$ cat src/rtl/display_scan_scheduler_pkg.sv
// Shared types and constants for the two-digit display scan scheduler.
//   scan_state_e  : scan phase encoding (BLANK0, SHOW0, BLANK1, SHOW1)
//   COM_*         : active-low digit-enable patterns
//   digit_pair_t  : payload for one committed/pending digit pair
package scan_pkg;

    localparam int unsigned DIGIT_W = 4;
    localparam int unsigned COM_W   = 2;

    typedef enum logic [1:0] {
        ST_BLANK0 = 2'd0,
        ST_SHOW0  = 2'd1,
        ST_BLANK1 = 2'd2,
        ST_SHOW1  = 2'd3
    } scan_state_e;

    localparam logic [COM_W-1:0] COM_OFF = 2'b11;
    localparam logic [COM_W-1:0] COM_D0  = 2'b10;
    localparam logic [COM_W-1:0] COM_D1  = 2'b01;

    typedef struct packed {
        logic [DIGIT_W-1:0] d1;
        logic [DIGIT_W-1:0] d0;
    } digit_pair_t;

endpackage

$ cat src/rtl/display_scan_scheduler_if.sv
// Digit-pair write channel (valid/ready).
//   wrValid : writer offers a new digit pair
//   wrReady : scheduler can take it (pending buffer empty)
//   wrData1 : digit 0 value
//   wrData2 : digit 1 value
interface display_scan_scheduler_if;
    import scan_pkg::*;

    logic               wrValid;
    logic               wrReady;
    logic [DIGIT_W-1:0] wrData1;
    logic [DIGIT_W-1:0] wrData2;

    modport master (output wrValid, output wrData1, output wrData2, input wrReady);
    modport slave  (input wrValid, input wrData1, input wrData2, output wrReady);

endinterface

$ cat src/rtl/display_scan_scheduler_scan_phase_counter.sv
// Terminal-count phase counter shared by blank and show phases.
//   clk, rst_n  : clock, async active-low reset
//   clear       : synchronous return to 0
//   limit       : terminal count (phase length - 1) for the current phase
//   count_nxt_c : value the counter takes at the next edge
//   done_c      : counter sits on its terminal count this cycle
module scan_phase_counter #(
    parameter int unsigned CNT_W = 16
) (
    input  logic             clk,
    input  logic             rst_n,
    input  logic             clear,
    input  logic [CNT_W-1:0] limit,
    output logic [CNT_W-1:0] count_nxt_c,
    output logic             done_c
);

    logic [CNT_W-1:0] count_q;

    // Wrap to zero on terminal count so the next phase starts fresh.
    always_comb begin
        done_c      = (count_q == limit);
        count_nxt_c = count_q + CNT_W'(1);
        if (clear || done_c) begin
            count_nxt_c = '0;
        end
    end

    always_ff @(posedge clk or negedge rst_n) begin
        if (!rst_n) begin
            count_q <= '0;
        end else begin
            count_q <= count_nxt_c;
        end
    end

endmodule

$ cat src/rtl/display_scan_scheduler.sv
// Two-digit multiplexed 7-segment scan scheduler with blanking gaps and
// frame-synchronous double-buffered digit updates.
//   sysClk, sysRst : clock, async active-low reset
//   enable         : 1 = scanning, 0 = forced dark
//   wr             : digit-pair write channel (slave side)
//   COM            : active-low digit enables
//   boundedData    : value for the digit currently driven
//   blank          : no digit driven
//   frameTick      : pulse on the last cycle of each frame
module display_scan_scheduler
    import scan_pkg::*;
#(
    parameter int unsigned DIGIT_CYCLES = 50000,
    parameter int unsigned BLANK_CYCLES = 64,
    parameter int unsigned CNT_W        = 16
) (
    input  logic                     sysClk,
    input  logic                     sysRst,
    input  logic                     enable,
    display_scan_scheduler_if.slave  wr,
    output logic [COM_W-1:0]         COM,
    output logic [DIGIT_W-1:0]       boundedData,
    output logic                     blank,
    output logic                     frameTick
);

    scan_state_e        state_q;
    scan_state_e        state_d;
    logic [CNT_W-1:0]   limit_c;
    logic [CNT_W-1:0]   cnt_nxt_c;
    logic               done_c;

    logic [COM_W-1:0]   com_d;
    logic [DIGIT_W-1:0] data_d;
    logic               blank_d;
    logic               tick_d;

    digit_pair_t        pending_q;
    digit_pair_t        active_q;
    logic               wr_ready_q;
    logic               accept_c;
    logic               commit_c;

    // Phase length follows the current state.
    assign limit_c = (state_q == ST_SHOW0 || state_q == ST_SHOW1)
                   ? CNT_W'(DIGIT_CYCLES - 1)
                   : CNT_W'(BLANK_CYCLES - 1);

    scan_phase_counter #(
        .CNT_W (CNT_W)
    ) u_phase_cnt (
        .clk         (sysClk),
        .rst_n       (sysRst),
        .clear       (!enable),
        .limit       (limit_c),
        .count_nxt_c (cnt_nxt_c),
        .done_c      (done_c)
    );

    always_ff @(posedge sysClk or negedge sysRst) begin
        if (!sysRst) begin
            state_q <= ST_BLANK0;
        end else begin
            state_q <= state_d;
        end
    end

    // Next state plus the output values that state will present, so the
    // registered outputs line up with the state they describe.
    always_comb begin
        state_d = state_q;
        com_d   = COM_OFF;
        data_d  = '0;
        blank_d = 1'b1;
        tick_d  = 1'b0;

        if (!enable) begin
            state_d = ST_BLANK0;
        end else if (done_c) begin
            unique case (state_q)
                ST_BLANK0: state_d = ST_SHOW0;
                ST_SHOW0:  state_d = ST_BLANK1;
                ST_BLANK1: state_d = ST_SHOW1;
                ST_SHOW1:  state_d = ST_BLANK0;
            endcase
        end

        unique case (state_d)
            ST_SHOW0: begin
                com_d   = COM_D0;
                data_d  = active_q.d0;
                blank_d = 1'b0;
            end
            ST_SHOW1: begin
                com_d   = COM_D1;
                data_d  = active_q.d1;
                blank_d = 1'b0;
                tick_d  = (cnt_nxt_c == CNT_W'(DIGIT_CYCLES - 1));
            end
            default: ;
        endcase
    end

    always_ff @(posedge sysClk or negedge sysRst) begin
        if (!sysRst) begin
            COM         <= COM_OFF;
            boundedData <= '0;
            blank       <= 1'b1;
            frameTick   <= 1'b0;
        end else begin
            COM         <= com_d;
            boundedData <= data_d;
            blank       <= blank_d;
            frameTick   <= tick_d;
        end
    end

    // wrReady doubles as "pending empty"; commit needs a full buffer, so a
    // write landing on the tick cycle waits for the following frame.
    assign accept_c   = wr.wrValid && wr_ready_q;
    assign commit_c   = frameTick && enable && !wr_ready_q;
    assign wr.wrReady = wr_ready_q;

    always_ff @(posedge sysClk or negedge sysRst) begin
        if (!sysRst) begin
            pending_q  <= '0;
            active_q   <= '0;
            wr_ready_q <= 1'b1;
        end else if (accept_c) begin
            pending_q  <= '{d1: wr.wrData2, d0: wr.wrData1};
            wr_ready_q <= 1'b0;
        end else if (commit_c) begin
            active_q   <= pending_q;
            wr_ready_q <= 1'b1;
        end
    end

endmodule

$ cat src/flat_wrapper.sv
// flat-port wrapper written by rule: the top's interface ports become plain ports
module display_scan_scheduler_flat import scan_pkg::*;
#(
    parameter int unsigned DIGIT_CYCLES = 50000,
    parameter int unsigned BLANK_CYCLES = 64,
    parameter int unsigned CNT_W        = 16
)
  (sysClk, sysRst, enable, COM, boundedData, blank, frameTick, wr_wrValid, wr_wrData1, wr_wrData2, wr_wrReady);
  display_scan_scheduler_if wr_i ();
  input  logic sysClk;
  input  logic sysRst;
  input  logic enable;
  output logic [COM_W-1:0] COM;
  output logic [DIGIT_W-1:0] boundedData;
  output logic blank;
  output logic frameTick;
  input wire logic [$bits(wr_i.wrValid)-1:0] wr_wrValid;
  input wire logic [$bits(wr_i.wrData1)-1:0] wr_wrData1;
  input wire logic [$bits(wr_i.wrData2)-1:0] wr_wrData2;
  output wire logic [$bits(wr_i.wrReady)-1:0] wr_wrReady;
  assign wr_i.wrValid = wr_wrValid;
  assign wr_i.wrData1 = wr_wrData1;
  assign wr_i.wrData2 = wr_wrData2;
  assign wr_wrReady = wr_i.wrReady;
  display_scan_scheduler #(.DIGIT_CYCLES(DIGIT_CYCLES), .BLANK_CYCLES(BLANK_CYCLES), .CNT_W(CNT_W)) u_core (.sysClk(sysClk), .sysRst(sysRst), .enable(enable), .wr(wr_i), .COM(COM), .boundedData(boundedData), .blank(blank), .frameTick(frameTick));
endmodule
$ cat config.mk
export PLATFORM = sky130hd
export DESIGN_NAME = display_scan_scheduler_flat
export DESIGN_NICKNAME = d
export VERILOG_FILES = /design/src/rtl/display_scan_scheduler_pkg.sv /design/src/rtl/display_scan_scheduler_if.sv /design/src/rtl/display_scan_scheduler_scan_phase_counter.sv /design/src/rtl/display_scan_scheduler.sv /design/src/flat_wrapper.sv
export SDC_FILE = /design/constraint.sdc
export NUM_CORES = 1
export LEC_CHECK = 0
export CAP_MARGIN = 20
export CORE_MARGIN = 5
export CORE_UTILIZATION = 60
export CTS_BUF_LIST = sky130_fd_sc_hd__clkbuf_8
export CTS_CLUSTER_DIAMETER = 120
export DETAILED_ROUTE_END_ITERATION = 10
export GPL_TIMING_DRIVEN = 0
export PLACE_DENSITY = 0.84
export SYNTH_ARGS = -nofsm -noshare
export SYNTH_HDL_FRONTEND = slang
export SYNTH_HIERARCHICAL = 1
export SYNTH_SLANG_ARGS = --single-unit
export TNS_END_PERCENT = 10
$ cat constraint.sdc
create_clock -name sysClk -period 8.15 [get_ports sysClk]
set_input_delay 1.63 -clock sysClk [delete_from_list [all_inputs] [get_ports sysClk]]
set_output_delay 1.63 -clock sysClk [all_outputs]
set_load 0.01 [all_outputs]
==> impl_results.html <==
<table>
<tr><th>Metric</th><th>Value</th></tr>
<tr><th colspan="2">Power and ir drop</th></tr>
<tr><td>Share of total power in combinational logic</td><td>0.065</td></tr>
<tr><td>Power density of the placed cells</td><td>151 nW/µm²</td></tr>
<tr><td>Net switching component of the power</td><td>about 0.000087 W</td></tr>
<tr><td>Power Internal</td><td>between 0.0002 and 0.0003 W</td></tr>
<tr><td>Sequential Power Share</td><td>0.590</td></tr>
<tr><td>Fraction of power spent switching nets</td><td>0.231</td></tr>
<tr><td>Highest ir drop seen on vdd</td><td>0.125 mV</td></tr>
<tr><td>Leakage</td><td>1.10 nW</td></tr>
<tr><td>Share of total power in the clock network</td><td>0.345</td></tr>
<tr><th colspan="2">Worst hold path</th></tr>
<tr><td>Worst min path class</td><td>flop to flop</td></tr>
<tr><td>WHS Path Cells</td><td>1</td></tr>
<tr><th colspan="2">Yosys</th></tr>
<tr><td>Sequential share of the synthesized area</td><td>0.512</td></tr>
<tr><td>Ys Warns</td><td>6</td></tr>
<tr><td>Count of cell types in the netlist</td><td>39</td></tr>
<tr><td>Post-synthesis area per instance</td><td>11.7 µm²</td></tr>
<tr><td>Area of the mapped netlist</td><td>about 2100 µm²</td></tr>
<tr><td>Top cell type's share of synthesized area</td><td>0.462</td></tr>
<tr><td>Synthesized netlist cell count</td><td>181</td></tr>
<tr><td>Synthesis-stage register bit count</td><td>43</td></tr>
<tr><td>Top area cells in the synthesized netlist</td><td>sky130_fd_sc_hd__dfrtp_1 46%, sky130_fd_sc_hd__xnor2_1 8.7%, sky130_fd_sc_hd__mux2_2 6.9%</td></tr>
<tr><td>Yosys top cell by area</td><td>sky130_fd_sc_hd__dfrtp_1</td></tr>
<tr><th colspan="2">Final layout</th></tr>
<tr><td>Antenna cell count</td><td>0</td></tr>
<tr><td>Multi-input gate area in the final layout</td><td>around 1000 µm²</td></tr>
<tr><td>Filler cells</td><td>257</td></tr>
<tr><td>Seq. cell area</td><td>~1100 µm²</td></tr>
<tr><td>Layout-stage area growth over the synthesis result</td><td>17.2%</td></tr>
<tr><td>Nets</td><td>232</td></tr>
<tr><td>Share of final-layout standard cells stronger than drive strength 1</td><td>0.185</td></tr>
<tr><th colspan="2">Floorplan</th></tr>
<tr><td>Die Ht</td><td>roughly 69 µm</td></tr>
<tr><td>Die area</td><td>4810 µm²</td></tr>
<tr><td>Die Width</td><td>69.3 µm</td></tr>
<tr><td>Effective utilization at floorplan</td><td>0.628</td></tr>
<tr><td>Number of rows in the core area</td><td>21</td></tr>
<tr><td>I/O pins</td><td>21</td></tr>
<tr><td>Placeable core region</td><td>between 3000 and 4000 µm²</td></tr>
<tr><th colspan="2">Clock network</th></tr>
<tr><td>H-tree depth</td><td>2</td></tr>
<tr><td>CTS tree</td><td>done</td></tr>
<tr><td>Count of hold-fix buffers inserted at cts</td><td>0</td></tr>
<tr><td>Source-to-sink clock delay at the later pin of the worst-skew pair</td><td>300 ps</td></tr>
<tr><td>Number of gates resized after CTS</td><td>0</td></tr>
<tr><td>CTS clk-pin slew, worst paths</td><td>80 ps</td></tr>
<tr><td>CTS sink cnt</td><td>43</td></tr>
<tr><td>Total CTS buffers</td><td>5</td></tr>
<tr><td>Cell at the root of the clock tree</td><td>sky130_fd_sc_hd__clkbuf_8</td></tr>
<tr><td>Setup Fix Bufs, Post-CTS</td><td>0</td></tr>
<tr><td>Buffers from clock root to sink, at most</td><td>2</td></tr>
<tr><th colspan="2">Drt</th></tr>
<tr><td>Via count</td><td>around 1.4k</td></tr>
<tr><td>Routed WL per cell</td><td>15.3 µm</td></tr>
<tr><td>1st-pass router iterations</td><td>4</td></tr>
<tr><td>Final WL</td><td>between 4000 and 5000 µm</td></tr>
<tr><td>Drt initial violations</td><td>69</td></tr>
<tr><td>Mean number of vias per cell</td><td>5.41</td></tr>
<tr><td>Antenna-violating nets left</td><td>0</td></tr>
<tr><td>Residual DRC count</td><td>0</td></tr>
<tr><th colspan="2">Global route</th></tr>
<tr><td>Overall routing resource usage</td><td>0.184</td></tr>
<tr><td>Via count of the first global-routing pass</td><td>1471</td></tr>
<tr><td>Congestion Overflow GR</td><td>0</td></tr>
<tr><td>Maximum number of pins on one net before global-route repair</td><td>44</td></tr>
<tr><td>Initial antenna violation count</td><td>0</td></tr>
<tr><td>Wire length of the first global-routing pass</td><td>a little under 7000 µm</td></tr>
<tr><th colspan="2">STA</th></tr>
<tr><td>Clock period minus final worst setup slack</td><td>3440 ps</td></tr>
<tr><td>Worst clock skew</td><td>2.97 ps</td></tr>
<tr><td>Total negative slack for setup checks</td><td>0 ps</td></tr>
<tr><td>Maximum clock frequency</td><td>0.291 GHz</td></tr>
<tr><td>Transition at the pin with the smallest max-transition slack</td><td>920 ps</td></tr>
<tr><td>Max-slew headroom</td><td>0.387</td></tr>
<tr><td>Portion of the clock cycle consumed by the worst path in the final layout</td><td>0.422</td></tr>
<tr><td>Count of endpoints failing setup in the final report</td><td>0</td></tr>
<tr><td>Max-slew violation count</td><td>0</td></tr>
<tr><td>Final WS setup</td><td>between 4000 and 5000 ps</td></tr>
<tr><td>Final Hold Violating Endpoints</td><td>0</td></tr>
<tr><td>Unrepaired setup endpoints after global routing</td><td>no</td></tr>
<tr><th colspan="2">Outcome</th></tr>
<tr><td>Run status</td><td>finished clean</td></tr>
<tr><th colspan="2">Placement</th></tr>
<tr><td>Number of port buffers</td><td>20</td></tr>
<tr><td>Minimum setup slack after placement</td><td>4410 ps</td></tr>
<tr><td>Routability Congestion</td><td>between 0.8 and 0.9</td></tr>
<tr><td>Estimated wirelength of the detail-placed design</td><td>3030 µm</td></tr>
<tr><th colspan="2">Worst setup path</th></tr>
<tr><td>CP Data Required Time</td><td>about 8400 ps</td></tr>
<tr><td>Sort of element at the start of the critical path</td><td>input pin</td></tr>
<tr><td>Largest fanout on the critical path</td><td>10</td></tr>
<tr><td>Sort of element at the end of the critical path</td><td>flop</td></tr>
<tr><td>Startpoint-to-endpoint class of the critical path</td><td>input pin to flop</td></tr>
<tr><td>Reg2Reg Setup Slack</td><td>4880 ps</td></tr>
<tr><td>Arrival time at the worst endpoint</td><td>3650 ps</td></tr>
<tr><td>Worst r2r path cells</td><td>12</td></tr>
<tr><th colspan="2">Flow run</th></tr>
<tr><td>Max-Cap Viols</td><td>0</td></tr>
</table>
-- cell usage in the layout, fill, tap and decap left out, types with 3 or more instances in the layout --
master	count
sky130_fd_sc_hd__a21oi_1	3
sky130_fd_sc_hd__clkbuf_8	5
sky130_fd_sc_hd__clkdlybuf4s50_1	19
sky130_fd_sc_hd__conb_1	9
sky130_fd_sc_hd__dfrtp_1	39
sky130_fd_sc_hd__dfstp_2	4
sky130_fd_sc_hd__ha_1	5
sky130_fd_sc_hd__inv_1	9
sky130_fd_sc_hd__mux2_1	3
sky130_fd_sc_hd__mux2_2	13
sky130_fd_sc_hd__mux2i_1	4
sky130_fd_sc_hd__nand2_1	9
sky130_fd_sc_hd__nand3_1	4
sky130_fd_sc_hd__nand4_1	9
sky130_fd_sc_hd__nor2_1	19
sky130_fd_sc_hd__nor3_1	3
sky130_fd_sc_hd__nor4_1	3
sky130_fd_sc_hd__xnor2_1	21
sky130_fd_sc_hd__xor2_1	5
-- kinds of logic (layout without fill, tap and decap cells) --
| kind of cell | count (synthesis) | count (layout) | share of synthesized area |
|---|---|---|---|
| simple gates | 62 | 62 | 0.162 |
| flops | 43 | 43 | 0.512 |
| xor+xnor | 27 | 27 | 0.116 |
| mux | 21 | 21 | 0.111 |
| buf+inv | 12 | 40 | 0.0284 |
| compound gates | 9 | 9 | 0.0379 |
| fa+ha+maj | 5 | 5 | 0.0296 |
| other cells | 2 | 9 | 0.00356 |
-- power by group through the flow --
stage                     Sequential (W)  Clock [W]  Combinational, W
final                           0.000221   0.000129         0.0000242
after detailed placement        0.000226          0         0.0000245
after floorplan                 0.000224          0         0.0000125
after global routing            0.000222   0.000144         0.0000272
after global placement          0.000225          0         0.0000233
after CTS                       0.000221   0.000134         0.0000246
-- flip-flops by register name, indices dropped and copies added (netlist names) --
signal / count
u_core/blank: 1
u_core/COM: 2
u_core/boundedData: 4
u_core/active_q: 8
u_core/frameTick: 1
u_core/u_phase_cnt/count_q: 16
u_core/state_q: 2
u_core/wr.wrReady: 1
u_core/pending_q: 8
-- critical path, cell delays in order --
cell,delay (ps)
sky130_fd_sc_hd__clkdlybuf4s50_1,600
sky130_fd_sc_hd__inv_1,70
sky130_fd_sc_hd__inv_1,90
sky130_fd_sc_hd__o41ai_4,140
sky130_fd_sc_hd__buf_6,180
sky130_fd_sc_hd__nor2_1,150
sky130_fd_sc_hd__nand4_1,120
sky130_fd_sc_hd__or4_1,520
sky130_fd_sc_hd__nor4_2,140
-- area by class of cell --
type | instances | area share
plain buffers | 2 | 0.00910
well taps | 46 | 0.0232
flip-flops and latches | 43 | 0.437
inverters | 10 | 0.0152
clock inverters | 3 | 0.00657
multi-input cells | 133 | 0.403
clock buffers | 5 | 0.0278
repair buffers | 20 | 0.0788
-- synthesized netlist by cell type (all sizes together) --
cell	instances
nor4	4
buf	2
nor4bb	1
and3	2
or3b	1
nand3	5
conb	2
nand2	9
or4	2
o31ai	1
a21oi	3
inv	10
or3	1
ha	5
o21ai	2
dfstp	4
nand4	10
mux2i	5
xnor2	22
mux2	16
o41ai	2
xor2	5
dfrtp	39
nor3	3
o221a	1
or2	1
nand2b	3
and2	1
nor2	19
-- per-stage QoR --
step,std cells,utilization,cell area (µm²),power [W],hold WS (ps)
final,262,0.736,2480,0.000375,498
after global routing,262,0.736,2480,0.000393,514
after CTS,262,0.736,2480,0.000380,502
after detailed placement,254,0.711,2390,0.000250,484
after global placement,254,0.712,2400,0.000248,459
after floorplan,188,-,2140,0.000237,452
-- path summary, 6_finish.rpt --
check / startpoint / endpoint
min: u_core/pending_q[2]$_DFFE_PN0P_ / u_core/active_q[2]$_DFFE_PN0P_
max reg2reg: u_core/state_q[1]$_DFF_PN0_ / u_core/frameTick$_DFF_PN0_
min in group asynchronous: sysRst / u_core/u_phase_cnt/count_q[11]$_DFF_PN0_
max in group asynchronous: sysRst / u_core/boundedData[2]$_DFF_PN0_
max: enable / u_core/frameTick$_DFF_PN0_
min reg2reg: u_core/pending_q[2]$_DFFE_PN0P_ / u_core/active_q[2]$_DFFE_PN0P_
-- per-layer routing --
layer  up-vias  GRT usage  part of all wire
met1       701      0.224              0.43
met2        26      0.300              0.51
met5         -          0                 0
li1        683          -                 -
met4         0     0.0824             0.022
met3         8     0.0565             0.039
No activity file was read; power rests on OpenSTA's default activity.
